===== src/rtl/dsm_decimator.sv =====
// Third-order CIC (sinc3) decimator for the DSM modulator code: settles over three
// decimated outputs, then emits one sample per DECIMATION inputs on a valid/ready port.
module dsm_decimator #(
    parameter int MOD_BITS   = 4,
    parameter int DECIMATION = 64,
    parameter int OUT_BITS   = MOD_BITS + 3 * $clog2(DECIMATION)
) (
    input  logic                internal_clk,
    input  logic                internal_rst,
    input  logic                enable,
    input  logic [MOD_BITS-1:0] dsm_bit,
    input  logic                dsm_valid,
    output logic [OUT_BITS-1:0] sample_data,
    output logic                sample_valid,
    input  logic                sample_ready,
    output logic                overrun,
    input  logic                clear_overrun,
    output logic [15:0]         sample_count
);
    localparam int PHASE_BITS = $clog2(DECIMATION);
    localparam int STAGES     = 3;

    typedef enum logic [1:0] {IDLE, SETTLE, RUN} state_t;

    state_t                state_reg;
    logic [PHASE_BITS-1:0] phase_reg;
    logic [1:0]            discard_reg;
    logic [OUT_BITS-1:0]   integ_reg    [STAGES];
    logic [OUT_BITS-1:0]   comb_dly_reg [STAGES];

    logic [OUT_BITS-1:0]   integ_in [STAGES];
    logic [OUT_BITS-1:0]   comb_in  [STAGES];
    logic [OUT_BITS-1:0]   comb_out [STAGES];

    logic active, go_idle, accept, tick, emit, transfer;

    assign active   = (state_reg != IDLE);
    assign go_idle  = active && !enable;
    assign accept   = active && enable && dsm_valid;
    assign tick     = accept && (phase_reg == PHASE_BITS'(DECIMATION - 1));
    assign emit     = tick && (state_reg == RUN);
    assign transfer = sample_valid && sample_ready;

    // Integrator inputs come from the previous stage's old value (pipelined chain).
    genvar gi;
    generate
        for (gi = 0; gi < STAGES; gi++) begin : g_chain
            if (gi == 0) begin : g_first
                assign integ_in[gi] = {{(OUT_BITS - MOD_BITS){1'b0}}, dsm_bit};
                assign comb_in[gi]  = integ_reg[STAGES-1];
            end else begin : g_rest
                assign integ_in[gi] = integ_reg[gi-1];
                assign comb_in[gi]  = comb_out[gi-1];
            end
            assign comb_out[gi] = comb_in[gi] - comb_dly_reg[gi];
        end
    endgenerate

    always_ff @(posedge internal_clk or posedge internal_rst) begin
        if (internal_rst) begin
            state_reg    <= IDLE;
            phase_reg    <= '0;
            discard_reg  <= '0;
            sample_data  <= '0;
            sample_valid <= 1'b0;
            overrun      <= 1'b0;
            sample_count <= '0;
            for (int i = 0; i < STAGES; i++) begin
                integ_reg[i]    <= '0;
                comb_dly_reg[i] <= '0;
            end
        end else begin
            case (state_reg)
                IDLE:    if (enable) state_reg <= SETTLE;
                SETTLE:  if (!enable) state_reg <= IDLE;
                         else if (tick && discard_reg == 2'd2) state_reg <= RUN;
                RUN:     if (!enable) state_reg <= IDLE;
                default: state_reg <= IDLE;
            endcase

            if (go_idle) begin
                phase_reg   <= '0;
                discard_reg <= '0;
                for (int i = 0; i < STAGES; i++) begin
                    integ_reg[i]    <= '0;
                    comb_dly_reg[i] <= '0;
                end
            end else if (accept) begin
                phase_reg <= phase_reg + 1'b1;
                for (int i = 0; i < STAGES; i++)
                    integ_reg[i] <= integ_reg[i] + integ_in[i];
                if (tick) begin
                    for (int i = 0; i < STAGES; i++)
                        comb_dly_reg[i] <= comb_in[i];
                    if (state_reg == SETTLE)
                        discard_reg <= discard_reg + 2'd1;
                end
            end

            // A new sample may replace the pending one only if that one leaves this cycle.
            if (emit && (!sample_valid || sample_ready)) begin
                sample_data  <= comb_out[STAGES-1];
                sample_valid <= 1'b1;
            end else if (transfer) begin
                sample_valid <= 1'b0;
            end

            if (emit && sample_valid && !sample_ready)
                overrun <= 1'b1;
            else if (clear_overrun)
                overrun <= 1'b0;

            if (transfer)
                sample_count <= sample_count + 16'd1;
        end
    end

endmodule


===== config.mk =====
export PLATFORM = sky130hd
export DESIGN_NAME = dsm_decimator
export DESIGN_NICKNAME = d
export VERILOG_FILES = /design/src/rtl/dsm_decimator.sv
export SDC_FILE = /design/constraint.sdc
export NUM_CORES = 1
export LEC_CHECK = 0
export BUFFER_PORTS_ARGS = -buffer_cell sky130_fd_sc_hd__buf_2
export CAP_MARGIN = 20
export CELL_PAD_IN_SITES_DETAIL_PLACEMENT = 0
export CELL_PAD_IN_SITES_GLOBAL_PLACEMENT = 1
export CORE_MARGIN = 1.5
export CORE_UTILIZATION = 44
export DETAILED_ROUTE_END_ITERATION = 7
export PLACE_DENSITY_LB_ADDON = 0.1
export SLEW_MARGIN = 20
export SYNTH_ARGS = -nofsm -noshare
export SYNTH_HDL_FRONTEND = slang
export SYNTH_SLANG_ARGS = --single-unit

===== constraint.sdc =====
create_clock -name internal_clk -period 5.8 [get_ports internal_clk]
set_clock_uncertainty 0.2 [all_clocks]
set_input_delay 0.29 -clock internal_clk [delete_from_list [all_inputs] [get_ports internal_clk]]
set_output_delay 0.29 -clock internal_clk [all_outputs]
set_load 0.1 [all_outputs]

* Yosys cells after proc, flatten, opt, wreduce, memory -nomap -nowiden
Cells that the tools add are included.
Word-level totals: flip-flop bits (word level) 182, bits in latches 0, bits in writable memories 0, ROM bits 0, bits of input ports 10, output and inout port bits 40, logic and storage cells 73, memories kept 0
Cells by class: $add $sub $neg 9, multiply operators 0, div/mod/pow operators 0, magnitude comparators 0, eq/ne operators 7, shift-type cells 0, multiplexer cells 20, bitwise gates (word level) 0, reduce and logical (&&, ||, !) cells 24
Operators by type and width (number):
- two-way mux 66 bit | 5
- subtractor 22 bit | 3
- adder 22 bit | 2
- adder 22 x 4 -> 22 bit | 1
- adder 16 x 1 -> 16 bit (second input constant) | 1
- two-way mux 2 bit | 8
- two-way mux 6 bit | 2
- nonzero test 2 bit | 6
- logical AND 1 bit | 10
- adder 6 x 1 -> 6 bit (second input constant) | 1
- equality test 6 bit (second input constant) | 1
- one-hot mux 2 bit (3 select lines) | 1
- AND reduction 3 bit | 2
- equality test 2 bit (second input constant) | 2
- two-way mux 1 bit | 4
- != test 2 bit (second input constant) | 2
- logical NOT 1 bit | 3
- != test 3 bit (second input constant) | 1
- adder 2 x 1 -> 2 bit (second input constant) | 1
- equality test 2 x 1 -> 1 bit (second input constant) | 1
- logical NOT 2 bit | 1
- AND reduction 2 bit | 1
- logical OR 1 bit | 1

* Longest topological paths before layout
Gate-level depths: netlist (run 1).
depth in word-level cells 8, depth in mapped cells 30, depth with buffers taken out 30

* Worst setup path before layout (run 1)
No wires, ideal clock.
path type flip-flop to flip-flop, from register comb_dly_reg[44] in the netlist's numbering, to register sample_data[21], library setup time 0.129 ns, data arrival time 5.095 ns, required time 5.471 ns, path slack 0.376 ns, cell stages (with the launch flop) 28, buffers on the path 0, clock period less this slack 5.424 ns, cell sequence dfrtp_1 ha_1 fa_1 nor2b_1 o21a_1 o21ai_0 a21boi_0 a21o_1 a21oi_1 xnor2_1 ha_1 inv_1 nor2_1 a32o_1 or2_1 a21o_1 a21o_1 a31oi_4 xnor2_1 ha_1 inv_1 o21ai_0 o31ai_1 o2111ai_1 a21oi_1 xnor2_1 xnor2_1 o21ai_1
On the way: word-level cells in the longest chain between the ends 3
Ends and longest elaborated chain:
- from (decl) | RTL line 29 | logic [OUT_BITS-1:0] comb_dly_reg [STAGES];
- from (signal, indexed assignment) | RTL line 94 | comb_dly_reg[i] <= comb_in[i];
- subtractor 22 bit (3 in series) | RTL line 55 | assign comb_out[gi] = comb_in[gi] - comb_dly_reg[gi];
- to (signal assigned) | RTL line 102 | sample_data <= comb_out[STAGES-1];
- to (decl) | RTL line 13 | output logic [OUT_BITS-1:0] sample_data,
Every way passes these cells. A chain may end at the register's enable or synchronous reset.

* Final worst setup path (run 1)
from register integ_reg (netlist bit comb_in[44]), to register sample_data[21]
On the way: word-level cells in the longest chain between the ends 3
Ends and longest elaborated chain:
- from (decl) | RTL line 28 | logic [OUT_BITS-1:0] integ_reg [STAGES];
- from (signal, indexed assignment) | RTL line 91 | integ_reg[i] <= integ_reg[i] + integ_in[i];
- subtractor 22 bit (3 in series) | RTL line 55
Every way passes these cells.

==> results of run 1 <==
-- kinds of logic (layout without fill, tap and decap cells) --
family	count (synthesis)	count (layout)	synth area share
xor+xnor	122	122	0.08801
compound gates	385	385	0.2046
buf+inv	157	224	0.04864
simple gates	408	408	0.1514
mux	8	8	0.006905
fa+ha+maj	118	118	0.1253
flops	182	182	0.3751
-- report_power, final --
part	internal (W)	switching, W	total (W)
Sequential	0.00130	0.0000333	0.00133
Combinational	0.00185	0.00212	0.00397
Clock	0.000708	0.000517	0.00123
-- synthesized netlist by cell type (all sizes together), types with 5 or more instances --
cell / count / area, sq um
dfrtp: 182 / 4554
nand2: 182 / 683.2
ha: 112 / 1401
inv: 112 / 420.4
o21ai: 112 / 560.5
nor2: 83 / 311.6
a21oi: 77 / 385.4
xnor2: 70 / 613.1
o31ai: 59 / 442.9
xor2: 52 / 455.4
nand3: 42 / 210.2
clkbuf: 40 / 150.1
a21o: 38 / 285.3
nor3: 25 / 125.1
nor2b: 15 / 101.3
nand4: 14 / 87.58
o21a: 14 / 105.1
and3: 13 / 81.33
nand2b: 13 / 81.33
o211ai: 9 / 67.56
o21bai: 9 / 67.56
a31oi: 8 / 65.06
a21boi: 7 / 52.55
a22o: 7 / 61.31
o22ai: 7 / 43.79
fa: 6 / 120.1
a211oi: 5 / 42.54
a32o: 5 / 50.05
buf: 5 / 20.01
mux2i: 5 / 50.05
o2111ai: 5 / 43.79
or3: 5 / 31.28
-- what timing repair did --
item                                   4_1_cts  5_1_grt
endpoints found under the hold margin       61        0
buffers inserted                             0       11
resized for setup                            1       38
hold buffers                                 5        0
pin swaps                                    0       15
setup endpoints to repair                    1        7
-- worst register-to-register path: cells and delay by family (launching register included) --
kind	cells	cell delay, ps
adder cells (fa/ha/maj)	4	1200
buffers and inverters	5	410
AND/OR/NAND/NOR	4	570
AO/OA/AOI/OAI	14	2010
flip-flops	1	360
XOR/XNOR	4	610
-- path summary, 6_finish.rpt --
path	cells past startpoint	from	to	slack, ps
setup / recovery	31	comb_in[44]	sample_data[21]	300
hold / removal	4	dsm_bit[1]	integ_in[23]	120
max in group asynchronous	4	internal_rst	sample_data[19]	3950
min in group asynchronous	3	internal_rst	integ_in[22]	210
hold reg to reg	1	sample_count[15]	sample_count[15]	270
setup reg to reg	31	comb_in[44]	sample_data[21]	300
-- layout make-up --
type / instances / area [sq um]
Tap cell: 341 / 426.7
Clock inverter: 12 / 165.2
Multi-Input combinational cell: 1041 / 7164
Clock buffer: 19 / 452.9
Inverter: 112 / 427.9
Fill cell: 2608 / 13340
Sequential cell: 182 / 4554
Timing Repair Buffer: 81 / 498.0
-- metrics by stage --
stage | hold slack (ps) | cell area [sq um] | std cells | total power (W) | utilization
final | 118.4 | 13690 | 1788 | 0.006528 | 0.5065
after CTS | 100.4 | 13460 | 1777 | 0.006242 | 0.4979
after floorplan | 182.9 | 12140 | 1380 | 0.004294 | -
after global placement | 141.6 | 12790 | 1741 | 0.004981 | 0.4731
after global routing | 123.8 | 13690 | 1788 | 0.007140 | 0.5065
after detailed placement | 141.9 | 12790 | 1741 | 0.004986 | 0.4731
-- layer usage --
| metal | wire (microns) | track usage |
|---|---|---|
| met5 | 0 | 0 |
| met4 | 264 | 0.04386 |
| met3 | 372 | 0.02502 |
| met2 | 11440 | 0.3137 |
| met1 | 12130 | 0.2336 |
==> flow_summary.toml, run 1 <==
[timing]
min_period_ps = 5500
worst_slew_pin_slew_ps = 895.8
finalMaxSlewViolations = 0
min_period_over_period = 0.9483
setup_tns_ps = 0
max_freq_mhz = 181.8
finalHoldViolCount = 0
setup_ws_ps = 299.9
relSlewSlack = 0.4028
finalSetupViolCount = 0

[cells_and_area]
finalNetCount = 1563
final_cell_mix = "nand2_1 (182), dfrtp_1 (182), inv_1 (109), o21ai_0 (107), ha_1 (107)"
n_antenna_cell = 0
syn_to_final_growth_pct = 12.76
largest_reg_flops = 66
drive_above_1_share = 0.1064

[routing]
routedWlPerCell_microns = 13.54
dr_total_vias = 9335
drc = 0
firstDrtPassIters = 4
ant_nets = 0
drt-total-wl_mm = 24.21
drt_iter0_drc = 471
vias_per_cell = 5.221

[global_routing]
antenna_found_initial = 0
grt_usage = 0.1792
grt_start_max_net_pins = 81
grt_pass1_vias = 9011
grt_pass1_wl_mm = 42.46
gr-total-overflow = 0

[critical_path]
max_stage_delay_ps = 410
cpMaxStageDelayCell = "fa_2"
cp_top_family = "compound AO/OA/AOI/OAI gates"
worstPathArrival_ps = 5610
end_kind = "flip-flop"
crit_required_ps = 5910
crit_buf_inv = 5
crit_type = "reg2reg"
critical_path_peak_fanout = 3
critPathLaunchType = "flip-flop"

[synth]
synth.distinct_cells = 64
netlist_area_sq_um = 12140
yosysSeqAreaShare = 0.3751
syn_nets = 1508
ys_warn_count = 0
synth_ff_type = "dfrtp_1"
postSynthCellCount = 1380
syn_avg_cell_area_sq_um = 8.797
synth_edf_count = 0
synth_seq_cells = 182
async_reset_ff_frac = 1.000

[placed_design]
place_congestion = 0.8006
place_hpwl_mm = 17.40
io_buffers = 49
detailedPlace.worstSlack_ps = 4.427

[floorplan]
die_y_microns = 169.1
die_w_microns = 169.1
rows = 60
die-area_sq_um = 28600
core_area_sq_um = 27030
ios = 50
start_util = 0.4492

[clocking]
cts.clk_slew.worst_paths_ps = 80
clock_path_buffers = 2
numClockSinks = 182
cts_tree = "yes"
h-tree-depth = 4
clk_latency_ps = 430
cts-root-buf = "clkbuf_16"
numCtsBuffers = 17

[power]
ir_worst_vdd_v = 0.0002539
p_per_area_nw_per_um2 = 476.8
p_leak_nw = 6.442

[flow_run]
drv_cap = 0

[run_status]
status = "complete, no violations"

[worst_hold_path]
hold_path_class = "in2reg"
Power figures use the tool's default switching activity.
==> run 2: changes to the inputs <==
--- a/config.mk
+++ b/config.mk
@@ -13,6 +13,8 @@
 export CORE_UTILIZATION = 44
 export DETAILED_ROUTE_END_ITERATION = 7
 export PLACE_DENSITY_LB_ADDON = 0.1
+export REMOVE_ABC_BUFFERS = 1
+export SETUP_SLACK_MARGIN = 0.15
 export SLEW_MARGIN = 20
 export SYNTH_ARGS = -nofsm -noshare
 export SYNTH_HDL_FRONTEND = slang
==> run 2 against run 1 <==
Maximum frequency is 0.50% higher. First-iteration DRC count decreased by 1.1%. Flip-flop and latch count unchanged. Register-to-register slack gained 30 ps. Largest power group unchanged.
==> flow_summary.toml, run 2 (synthesized netlist as in run 1, its figures left out) <==
[worst_hold_path]
hold_start = "dsm_bit[1]"
worstHoldEndpoint = "integ_in[23]"
hold_path_class = "in2reg"
holdPathStages = 4

[timing]
setup_tns_ps = 0
setup_ws_ps = 327.2
holdWs_ps = 116.6
max_freq_mhz = 182.7
rsz0062_at_grt = "yes"
finalMaxSlewViolations = 0
relSlewSlack = 0.4844
min_period_over_period = 0.9436
min_period_ps = 5473
finalSetupViolCount = 0
worst_slew_pin_slew_ps = 773.4
finalHoldViolCount = 0

[floorplan]
core_area_sq_um = 27030
start_util = 0.4492
die_w_microns = 169.1
die-area_sq_um = 28600
rows = 60
die_y_microns = 169.1
ios = 50

[placed_design]
detailedPlace.worstSlack_ps = -16.43
place_congestion = 0.8077
place_hpwl_mm = 17.76
io_buffers = 49

[critical_path]
critPathLaunchType = "flip-flop"
cp_top_family = "compound AO/OA/AOI/OAI gates"
worstPathArrival_ps = 5590
end_kind = "flip-flop"
r2r_start = "comb_dly_reg[44]"
r2r_slack_ps = 330
crit_buf_inv = 3
critical_path_peak_fanout = 3
cpMaxStageDelayCell = "dfrtp_1"
reg2reg_to = "sample_data[21]"
max_stage_delay_ps = 410
crit_required_ps = 5920
crit_type = "reg2reg"
reg2regPathDepth = 29

[cells_and_area]
multiInputGateArea_sq_um = 7222
final_cell_mix = "nand2_1 (182), dfrtp_1 (182), inv_1 (108), o21ai_0 (107), ha_1 (107)"
n_antenna_cell = 0
postLayoutCoreUtil = 0.5106
drive_above_1_share = 0.1171
seq_area_sq_um = 4554
largest_reg_flops = 66
finalNetCount = 1575
fill_cells = 2583
syn_to_final_growth_pct = 13.68

[clocking]
numCtsBuffers = 17
clock_path_buffers = 2
numClockSinks = 182
h-tree-depth = 4
clk_latency_ps = 440
cts_tree = "yes"
cts-root-buf = "clkbuf_16"
cts.clk_slew.worst_paths_ps = 80

[routing]
drc = 0
ant_nets = 0
firstDrtPassIters = 6
drt-total-wl_mm = 24.58
routedWlPerCell_microns = 13.65
vias_per_cell = 5.257
dr_total_vias = 9468
drt_iter0_drc = 466

[global_routing]
gr-total-overflow = 0
grt_usage = 0.1785
grt_pass1_wl_mm = 42.28
met1_usage = 0.2341
met2_usage = 0.3106
grt_pass1_vias = 8915
use_met3 = 0.02432
busiest_layer = "met2"
antenna_found_initial = 0
grt_start_max_net_pins = 66

[run_status]
status = "complete, no violations"

[power]
ir_worst_vdd_v = 0.0002697
p_leak_nw = 6.511
p_per_area_nw_per_um2 = 479.6

[flow_run]
drv_cap = 0
==> run 2: worst min-delay path: cells and delay by family <==
family | cells | cell delay, ps
AO/OA/AOI/OAI | 1 | 80
adder cells (fa/ha/maj) | 1 | 160
buffers and inverters | 2 | 180
==> run 2: power breakdown <==
| group | internal [W] | switching, W |
|---|---|---|
| Combinational | 0.00196 | 0.00219 |
| Clock | 0.000582 | 0.000563 |
| Sequential | 0.00129 | 0.0000323 |
| Total | 0.00383 | 0.00278 |
==> run 2: how the worst max path moves through the flow <==
stage,cells past startpoint,startpoint,endpoint,slack [ps]
after floorplan,6,state_reg[0],comb_in[64],200
after global placement,28,comb_in[44],sample_data[21],60
after detailed placement,28,comb_in[44],sample_data[21],-20
after CTS,28,comb_dly_reg[45],sample_data[21],150
after global routing,30,comb_dly_reg[45],sample_data[21],60
final,29,comb_dly_reg[44],sample_data[21],330
==> run 2: per-stage QoR <==
stage | power, W | area [sq um] | std cells
after floorplan | 0.004287 | 11970 | 1335
after detailed placement | 0.005025 | 12820 | 1745
after global routing | 0.007197 | 13800 | 1801
after global placement | 0.005018 | 12820 | 1745
after CTS | 0.006219 | 13460 | 1783
final | 0.006619 | 13800 | 1801
==> run 2: timing repair <==
action | in CTS | in global routing
endpoints found under the setup margin | 2 | 8
hold buffers | 6 | 0
setup buffers | 0 | 18
resized for setup | 5 | 46
endpoints found under the hold margin | 68 | 0
pin swaps | 0 | 37
==> run 2: layout make-up <==
type,instances,area share
clock inverters,14,0.009882
clock buffers,18,0.03182
well taps,341,0.03092
flip-flops and latches,182,0.3300
repair buffers,93,0.04306
multi-input cells,1041,0.5233
inverters,112,0.03101
==> run 2: per-layer routing <==
layer,wire [microns],vias up
li1,-,4992
met1,12220,4371
met2,11640,89
met3,473,16
met4,252,0
met5,0,-
==> run 3: changes to the inputs <==
--- a/config.mk
+++ b/config.mk
@@ -5,12 +5,13 @@
 export SDC_FILE = /design/constraint.sdc
 export NUM_CORES = 1
 export LEC_CHECK = 0
+export ABC_AREA = 1
 export BUFFER_PORTS_ARGS = -buffer_cell sky130_fd_sc_hd__buf_2
 export CAP_MARGIN = 20
 export CELL_PAD_IN_SITES_DETAIL_PLACEMENT = 0
 export CELL_PAD_IN_SITES_GLOBAL_PLACEMENT = 1
 export CORE_MARGIN = 1.5
-export CORE_UTILIZATION = 44
+export CORE_UTILIZATION = 42
 export DETAILED_ROUTE_END_ITERATION = 7
 export PLACE_DENSITY_LB_ADDON = 0.1
 export REMOVE_ABC_BUFFERS = 1
==> run 3 against run 2 <==
Synthesized cell count increased by 22%. Routed wire length increased by 28%. Core utilization decreased by 3.9 points. Clock-buffer cell count increased by 5. Clock power increased by 4%. Global-route usage increased by 3.6 points. Final area increased by 1.4%. Maximum frequency increased by 5.1%. Via count increased by 16%. First-iteration DRC count decreased by 5.8%. Register-to-register slack improved by 270 ps. Die area increased by 8.9%. Largest cell class unchanged. Highest routed layer unchanged.
==> flow_summary.toml, run 3 <==
[power]
power.share.clock = 0.202
p_sw_w = 0.002735
p_sw_frac = 0.4585
power_frac_comb = 0.581
internal_power_w = 0.003230
p_per_area_nw_per_um2 = 426.4
ir_worst_vdd_v = 0.0002645
seqPwrFrac = 0.218
p_total_w = 0.005965
p_leak_nw = 6.978

[clocking]
h-tree-depth = 4
cts_setup_buffers = 0
clock_path_buffers = 2
numCtsBuffers = 17
cts-root-buf = "clkbuf_16"
numClockSinks = 182
clk_latency_ps = 450
cts.clk_slew.worst_paths_ps = 70
cts_tree = "yes"

[global_routing]
gr-total-overflow = 0
antenna_found_initial = 0
grt_pass1_wl_mm = 52.94
grt_usage = 0.2142
grt_pass1_vias = 10840
grt_start_max_net_pins = 126

[placed_design]
place_congestion = 0.8408
place_hpwl_mm = 23.98
io_buffers = 49
detailedPlace.worstSlack_ps = 336.5

[synth]
postSynthCellCount = 1689
ys_warn_count = 0
async_reset_ff_frac = 1.000
synth_common_cells = "nand2_1 (382), inv_1 (242), dfrtp_1 (182), o21ai_0 (167), a21oi_1 (149)"
netlist_area_sq_um = 12640
synth.distinct_cells = 42
yosysTopAreaCell = "dfrtp_1"
synth_ff_type = "dfrtp_1"
synth_edf_count = 0
yosys.cell_count.top_type = "nand2_1"
synth_seq_cells = 182
syn_avg_cell_area_sq_um = 7.483
synth_area_leaders = "dfrtp_1 (36%), nand2_1 (11%), ha_1 (11%)"
yosysSeqAreaShare = 0.3603
synth_top_area_frac = 0.3603

[critical_path]
crit_buf_inv = 2
end_kind = "flip-flop"
critPathLaunchType = "flip-flop"
crit_top_cell = "nand2_1"
max_stage_delay_ps = 390
cpMaxStageDelayCell = "fa_1"
crit_required_ps = 5940
worstPathArrival_ps = 5340
crit_type = "reg2reg"
critical_path_peak_fanout = 6
cp_top_family = "simple AND/OR/NAND/NOR gates"

[routing]
drc = 0
dr_total_vias = 10950
firstDrtPassIters = 5
ant_nets = 0
drt-total-wl_mm = 31.56
drt_iter0_drc = 439
vias_per_cell = 5.110
routedWlPerCell_microns = 14.72

[worst_hold_path]
hold_path_class = "in2reg"

[cells_and_area]
fill_cells = 3065
syn_to_final_growth_pct = 10.68
largest_reg_flops = 66
final_common_cell = "nand2_1"
n_antenna_cell = 0
drive_above_1_share = 0.06731
finalNetCount = 1868
final_cell_mix = "nand2_1 (382), inv_1 (241), dfrtp_1 (182), o21ai_0 (166), a21oi_1 (149)"

[floorplan]
core_area_sq_um = 29640
rows = 63
die-area_sq_um = 31140
start_util = 0.4265
die_y_microns = 176.5
die_w_microns = 176.5
ios = 50

[timing]
worst_slew_pin_slew_ps = 1052
setup_ws_ps = 592.7
setup_tns_ps = 0
finalMaxSlewViolations = 0
finalSetupViolCount = 0
finalHoldViolCount = 0
min_period_ps = 5207
min_period_over_period = 0.8978
rsz0062_at_grt = "yes"
max_freq_mhz = 192.0
relSlewSlack = 0.2988

[run_status]
status = "complete, no violations"

[flow_run]
drv_cap = 0
## run 3: changes by cell type after synthesis, sizes merged, moves of 13 or more
cell / delta
a21o: -36
a21oi: +72
and3: -13
clkbuf: -23
inv: +136
nand2: +204
nand2b: -13
nand3: +37
nor2: +14
nor2b: -15
o21ai: +79
o22ai: +28
o31ai: -52
xnor2: -49
## run 3: path summary, 6_finish.rpt
kind	start	end	slack, ps	cells past startpoint
setup reg to reg	comb_in[44]	sample_data[21]	590	29
min in group asynchronous	internal_rst	integ_in[25]	240	3
max in group asynchronous	internal_rst	sample_count[11]	3800	4
hold / removal	dsm_valid	phase_reg[2]	20	4
hold reg to reg	sample_count[15]	sample_count[15]	260	1
setup / recovery	comb_in[44]	sample_data[21]	590	29
## run 3: routing by layer
| metal | up-vias | global-route usage | share of wire |
|---|---|---|---|
| met2 | 138 | 0.3980 | 0.51 |
| met5 | - | 0 | 0 |
| met4 | 0 | 0.08016 | 0.030 |
| met3 | 50 | 0.03036 | 0.021 |
| li1 | 5730 | - | - |
| met1 | 5033 | 0.2477 | 0.44 |
## run 3: what timing repair did
item	CTS	global route
hold buffers	4	0
resized for setup	0	9
setup endpoints to repair	0	5
hold endpoints to repair	128	0
## run 3: power groups by stage
stage	Sequential, W	Combinational, W	Clock (W)
after floorplan	0.00132	0.00259	0
after global placement	0.00132	0.00340	0
after detailed placement	0.00132	0.00338	0
after CTS	0.00130	0.00340	0.00124
after global routing	0.00130	0.00393	0.00129
final	0.00130	0.00346	0.00120
## run 3: metrics by stage
| stage | std cells | hold slack (ps) | utilization | instance area [sq um] |
|---|---|---|---|---|
| after global placement | 2107 | 256.6 | 0.4492 | 13310 |
| after detailed placement | 2107 | 262.8 | 0.4492 | 13310 |
| after CTS | 2143 | 11.20 | 0.4705 | 13950 |
| final | 2143 | 21.25 | 0.4720 | 13990 |
| after floorplan | 1660 | 199.6 | - | 12510 |
| after global routing | 2143 | 35.35 | 0.4720 | 13990 |
## run 3: cells by family after synthesis
logic type / after synthesis / share of synthesized area
xor gates and xnor gates: 71 / 0.04920
buffers and inverters: 277 / 0.08414
adders and majority gates: 118 / 0.1204
and+or+nand+nor: 622 / 0.2065
AOI/OAI and AO/OA: 418 / 0.1783
muxes: 1 / 0.001188
DFF: 182 / 0.3603
## run 3: cell type report
cell class | count | area, sq um | share of cell area
multi-input combinational | 1230 | 7068 | 0.5052
sequential | 182 | 4554 | 0.3256
inverter | 248 | 940.9 | 0.06726
tap | 390 | 488.0 | 0.03488
clock buffer | 23 | 467.9 | 0.03345
timing repair buffer | 61 | 345.3 | 0.02468
clock inverter | 9 | 125.1 | 0.008944
## run 3: worst register-to-register path, delay by kind of cell, from the launching register on
family                     cells  cell delay, ps
AOI/OAI and AO/OA              7            1150
xor gates and xnor gates       1              90
buffers and inverters          2             150
DFF                            1             350
adders and majority gates      4            1320
and+or+nand+nor               15            1830
